<file path="config.mk">
export PLATFORM = sky130hd
export DESIGN_NAME = uart_tx_arbiter
export DESIGN_NICKNAME = d
export VERILOG_FILES = /design/src/rtl/uart_tx_arbiter.sv
export SDC_FILE = /design/constraint.sdc
export NUM_CORES = 1
export LEC_CHECK = 0
export CAP_MARGIN = 20
export CORE_UTILIZATION = 40
export DETAILED_ROUTE_END_ITERATION = 16
export PLACE_DENSITY = 0.78
export RECOVER_POWER = 100
export SLEW_MARGIN = 25
export SYNTH_ARGS = -nofsm -noshare
export SYNTH_HDL_FRONTEND = slang
export SYNTH_SLANG_ARGS = --single-unit
</file>
<file path="constraint.sdc">
create_clock -name aclk -period 2.6 [get_ports aclk]
set_input_delay 0.65 -clock aclk [delete_from_list [all_inputs] [get_ports aclk]]
set_output_delay 0.65 -clock aclk [all_outputs]
set_load 0.05 [all_outputs]
</file>
<file path="src/rtl/uart_tx_arbiter.sv">
// Round-robin burst arbiter feeding one UART transmitter stream.
// Each grant covers one burst, optionally led by a port ID header word.
module uart_tx_arbiter #(
  parameter int                   NUM_PORTS   = 4,
  parameter int                   WORD_SIZE   = 8,
  parameter int                   MAX_BURST   = 16,
  parameter bit                   HEADER_EN   = 1'b1,
  parameter logic [WORD_SIZE-1:0] HEADER_BASE = 8'hF0
) (
  input  logic                           aclk,
  input  logic                           aresetn,
  input  logic [NUM_PORTS*WORD_SIZE-1:0] s_axis_tdata,
  input  logic [NUM_PORTS-1:0]           s_axis_tvalid,
  input  logic [NUM_PORTS-1:0]           s_axis_tlast,
  output logic [NUM_PORTS-1:0]           s_axis_tready,
  output logic [WORD_SIZE-1:0]           m_axis_tdata,
  output logic                           m_axis_tvalid,
  input  logic                           m_axis_tready,
  output logic                           m_axis_tlast,
  output logic [NUM_PORTS-1:0]           grant,
  output logic                           active
);

  localparam int PW = $clog2(NUM_PORTS);
  localparam int CW = $clog2(MAX_BURST + 1);
  localparam logic [CW-1:0] CNT_LAST = CW'(MAX_BURST - 1);
  localparam logic [PW-1:0] SEL_LAST = PW'(NUM_PORTS - 1);

  typedef enum logic [1:0] {
    IDLE,
    HEADER,
    DATA
  } state_e;

  state_e        state_q, state_d;
  logic [PW-1:0] sel_q, sel_d;
  logic [PW-1:0] ptr_q, ptr_d;
  logic [CW-1:0] cnt_q, cnt_d;

  logic          pick_vld;
  logic [PW-1:0] pick_idx;
  logic [PW:0]   scan;

  // First valid port starting from ptr, wrapping modulo NUM_PORTS.
  always_comb begin
    pick_vld = 1'b0;
    pick_idx = '0;
    scan     = '0;
    for (int i = 0; i < NUM_PORTS; i++) begin
      scan = {1'b0, ptr_q} + (PW+1)'(i);
      if (scan >= (PW+1)'(NUM_PORTS)) begin
        scan = scan - (PW+1)'(NUM_PORTS);
      end
      if (!pick_vld && s_axis_tvalid[scan[PW-1:0]]) begin
        pick_vld = 1'b1;
        pick_idx = scan[PW-1:0];
      end
    end
  end

  logic [WORD_SIZE-1:0] sel_data;
  logic [WORD_SIZE-1:0] hdr_word;

  assign sel_data = s_axis_tdata[sel_q*WORD_SIZE +: WORD_SIZE];
  assign hdr_word = HEADER_BASE | WORD_SIZE'(sel_q);

  always_comb begin
    state_d       = state_q;
    sel_d         = sel_q;
    ptr_d         = ptr_q;
    cnt_d         = cnt_q;
    m_axis_tdata  = '0;
    m_axis_tvalid = 1'b0;
    m_axis_tlast  = 1'b0;
    s_axis_tready = '0;
    unique case (state_q)
      IDLE: begin
        if (pick_vld) begin
          sel_d   = pick_idx;
          cnt_d   = '0;
          state_d = HEADER_EN ? HEADER : DATA;
        end
      end
      HEADER: begin
        m_axis_tvalid = 1'b1;
        m_axis_tdata  = hdr_word;
        if (m_axis_tready) begin
          state_d = DATA;
        end
      end
      DATA: begin
        m_axis_tdata         = sel_data;
        m_axis_tvalid        = s_axis_tvalid[sel_q];
        s_axis_tready[sel_q] = m_axis_tready;
        m_axis_tlast         = s_axis_tlast[sel_q]
                             | (cnt_q == CNT_LAST);
        if (m_axis_tvalid && m_axis_tready) begin
          cnt_d = cnt_q + CW'(1);
          if (m_axis_tlast) begin
            state_d = IDLE;
            ptr_d   = (sel_q == SEL_LAST) ? '0
                                          : sel_q + PW'(1);
          end
        end
      end
      default: state_d = IDLE;
    endcase
  end

  always_comb begin
    grant = '0;
    if (state_q != IDLE) begin
      grant[sel_q] = 1'b1;
    end
  end

  assign active = (state_q != IDLE);

  always_ff @(posedge aclk or negedge aresetn) begin
    if (!aresetn) begin
      state_q <= IDLE;
      sel_q   <= '0;
      ptr_q   <= '0;
      cnt_q   <= '0;
    end else begin
      state_q <= state_d;
      sel_q   <= sel_d;
      ptr_q   <= ptr_d;
      cnt_q   <= cnt_d;
    end
  end

endmodule

</file>
# --- Word level (Yosys, flattened, before mapping) ---
# Cells that the tools add are included.
totals:
  ff_bits: 11
  wordCells: 89
op_classes:
  add_sub_neg: 9
  n_lt_le_gt_ge: 10
  n_eq_ne: 8
  n_shift: 1
  n_mux: 40
  bitwise_logic: 2
  reduce_logical: 15
ops:
  columns: ["operator", "count"]
  rows:
  - ["$shiftx 32x6->8", 1]
  - ["$mux 2", 13]
  - ["$pmux 8 s2", 1]
  - ["$lt 2x3->1 const B", 5]
  - ["$bmux 1 s2", 6]
  - ["$mux 1", 12]
  - ["$mux 5", 2]
  - ["$pmux 5 s2", 1]
  - ["$ge 3x3->1 const B", 3]
  - ["$mux 4", 2]
  - ["$ne 2x2->1 const B", 4]
  - ["$sub 2x1->2 const B", 4]
  - ["$add 2x2->3 const B", 2]
  - ["$pmux 2 s3", 1]
  - ["$reduce_and 3->1", 2]
  - ["$add 5x1->5 const B", 1]
  - ["$eq 5x4->1 const B", 1]
  - ["$logic_and 1x1->1", 5]
  - ["$and 4x4->4", 1]
  - ["$eq 2x2->1 const B", 2]
  - ["$reduce_and 4->1", 1]
  - ["$reduce_bool 2->1", 2]
  - ["$add 2x1->3 const B", 1]
  - ["$ge 2x3->1 const B", 1]
  - ["other kinds (9)", 11]

# --- Longest topological paths before layout ---
depth:
  depth_word: 16
  mapped_depth: 6
  ltp_nobuf: 6

# --- Worst setup path before layout ---
# No wires, ideal clock.
synth_path:
  path_kind: "register to output"
  start: "register sel_q[0]"
  end: "output port m_axis_tdata[0]"
  arrival_time_ns: 1.812
  required_ns: 1.950
  path_slack_ns: 0.138
  path_stages_with_launch: 6
  path_cell_list: "dfrtp_1 > buf_6 > buf_2 > mux4_2 > a22oi_1 > nor2b_1"
synth_between:
  elab_chain_len: 2
synth_lines:
  columns: ["element", "line", "text"]
  rows:
  - ["start: declaration", "36", "logic [PW-1:0] sel_q, sel_d;"]
  - ["start signal: assignment", "127", "sel_q <= sel_d;"]
  - ["$shiftx 32x6->8", "64", "assign sel_data = s_axis_tdata[sel_q*WORD_SIZE +: WORD_SIZE];"]
  - ["$pmux 8 s2 (*)", "76", "unique case (state_q)"]
  - ["end: declaration", "16", "output logic [WORD_SIZE-1:0] m_axis_tdata,"]
# Every way passes the cells marked *; elsewhere a longest branch is shown, timed or not.

# --- Final worst setup path ---
layout_path:
  start: "input port s_axis_tdata[12]"
  end: "output port m_axis_tdata[4]"
layout_between:
  elab_chain_len: 2
layout_lines:
  columns: ["element", "line", "text"]
  rows:
  - ["start: declaration", "12", "input logic [NUM_PORTS*WORD_SIZE-1:0] s_axis_tdata,"]
  - ["$shiftx 32x6->8", "64", null]
  - ["$pmux 8 s2", "76", null]
# No other way between the ends.

==> impl_metrics.tcl <==
set metrics [dict create \
    status "finished with violations" \
    violations "setup timing" \
    dr.first_iter.drc_count 27 \
    synth_area_leaders "dfrtp_1 (23%), ha_1 (12%), mux4_2 (11%)" \
    viasPerCell 5.76 \
    rows 19 \
    start_kind "input pin" \
    synth_top_flop_cell "dfrtp_1" \
    port_buffers 61 \
    holdWs_ns 0.523 \
    setup-violations-final 1 \
    critical_path.endpoint_type "output port" \
    htree_num_levels 1 \
    synth_cells 119 \
    synth_most_common_cell "a21oi_1" \
    cts_buffers 3 \
    routed_wl_um 3790 \
    drive_gt1_share_pct 23.4 \
    critical_path_arrival_ns 2.02 \
    yosys_warnings 0 \
    synth_common_cells "a21oi_1 (12), dfrtp_1 (11), ha_1 (11)" \
    postCtsSetupBuffers 0 \
    clock_latency_ns 0.27 \
    die_h_um 56.5 \
    core_area_sq_um 2780 \
    synth_top_area_share_pct 23.1 \
    grt_pass1_wl_um 5950 \
    place_ws_ns -0.0758 \
    firstDrtPassIters 4 \
    multi_input_comb_area_sq_um 833 \
    cts_tree "yes" \
    critPathMaxFanout 1 \
    fin_worst_skew_ns 0.0110 \
    worst_pin_slew_ns 0.573 \
    max_cap_viol_count 0 \
    drc 0 \
    initial_core_util_pct 42.8 \
    hold_class "reg2reg" \
    yosys.area.top_type "dfrtp_1" \
    syn-num-nets 173 \
    p_per_area_nw_per_um2 1020 \
    setup_ws_ns -0.0732 \
    synth-seq-cells 11 \
    hold_viol_final 0 \
    clk_pin_slew_ns 0.06 \
    maxSlewViolCount 0 \
    yosysSeqAreaShare_pct 23.1 \
    async_flop_share_pct 100 \
    place_area_sq_um 1920 \
    globalRouteOverflowTotal 0 \
    seq_area_sq_um 275 \
    peakVddDrop_uv 692 \
    avgSynthCellArea_sq_um 10.0 \
    synth.distinct_cells 31 \
    timing.slew.headroom_pct 61.8 \
    cts_sinks 11 \
    postRouteAntennaNets 0 \
    dpl.hpwl_um 2960 \
    io_pins 62 \
    place.gp.congestion 0.784 \
    vias 1262 \
    power_mw 1.90 \
    finalCritPeriodShare_pct 103 \
    synth_area_sq_um 1190 \
    period_needed_ns 2.67 \
    critPathKind "in2out" \
    nFillCells 224 \
    max_freq_mhz 374 \
    antenna_found_initial 0 \
    worstPathRequired_ns 1.95 \
    tns_ns -0.0732 \
    root_buffer "clkbuf_4" \
    layout.nets 243 \
    synth-edff-count 0 \
    routedWlPerCell_um 17.3 \
    syn_to_final_growth_pct 56.6 \
    track_usage_pct 24.0 \
    cts.path.max_buffers 2 \
    fp.dieW_um 56.5 \
    diodes 0 \
    grt_pass1_vias 1277 \
    die-area_sq_um 3200 \
    grt_max_degree 18 \
    leakage_nw 0.855 \
    fin_area_sq_um 1860 \
]
==> routing by layer <==
metal	GRT usage, %	share of wire (%)	vias to the layer above
li1	-	-	575
met1	28.7	38	647
met2	44.4	56	34
met3	5.07	3.9	6
met4	3.83	1.5	0
met5	0	0	-
==> registers in the layout (all words and copies together) (netlist names) <==
register	count
state_q	2
ptr_q	2
sel_q	2
cnt_q	5
==> critical path: stages <==
cell	delay (ns)
clkdlybuf4s50_1	0.40
mux4_1	0.50
a21oi_1	0.20
nor2b_1	0.10
buf_6	0.16
==> power breakdown <==
group	switching (mW)	internal, mW	leakage [nW]
registers	0.0756	0.224	0.145
clock network	0.0574	0.0593	0.0150
logic	0.899	0.585	0.696
total	1.03	0.868	0.855
==> final timing paths <==
path / cells past startpoint / to / start / slack [ns]
max: 5 / m_axis_tdata[4] / s_axis_tdata[12] / -0.07
min: 1 / cnt_q[4]$_DFFE_PN0P_ / cnt_q[4]$_DFFE_PN0P_ / 0.52
max reg2reg: 6 / state_q[0]$_DFFE_PN0P_ / sel_q[0]$_DFFE_PN0P_ / 0.29
min reg2reg: 1 / cnt_q[4]$_DFFE_PN0P_ / cnt_q[4]$_DFFE_PN0P_ / 0.52
max in group asynchronous: 1 / cnt_q[0]$_DFFE_PN0P_ / aresetn / 1.45
min in group asynchronous: 1 / cnt_q[1]$_DFFE_PN0P_ / aresetn / 0.79
==> kinds of logic after synthesis <==
family          after synthesis  synth area share, %
simple gates                 34                 15.8
compound gates               28                 16.2
mux                          17                 25.3
buf+inv                      16                 6.52
fa+ha+maj                    11                 11.6
flops                        11                 23.1
xor+xnor                      2                 1.47
==> area by class of cell <==
cell class | count | share of cell area (%)
Inverter | 9 | 1.81
Timing Repair Buffer | 72 | 35.2
Multi-Input combinational cell | 92 | 44.7
Tap cell | 31 | 2.08
Sequential cell | 11 | 14.8
Clock buffer | 4 | 1.41
==> layout by cell type, fill, tap and decap left out, types with 5 or more instances in the layout <==
master	synthesis	routed
buf_4	0	8
clkdlybuf4s50_1	0	36
dfrtp_1	11	11
nor2b_1	10	10
a21oi_1	12	8
clkbuf_1	2	6
buf_6	2	6
mux4_2	6	8
inv_1	9	9
ha_1	11	10
clkbuf_4	0	5
o21ai_0	2	5
clkbuf_2	0	5
and3_1	9	9
nand2_1	5	5
==> per-stage QoR <==
stage / instances / util [%]
after floorplan: 119 / -
after global placement: 215 / 69.0
after detailed placement: 215 / 69.0
after CTS: 219 / 70.2
after global routing: 219 / 67.0
final: 219 / 67.0
==> timing repair <==
action	4_1_cts	5_1_grt
setup endpoints to repair	3	8
pin swaps	2	2
hold buffers	0	0
resized for setup	6	12
Note: power is estimated with default switching activity, not from simulation.
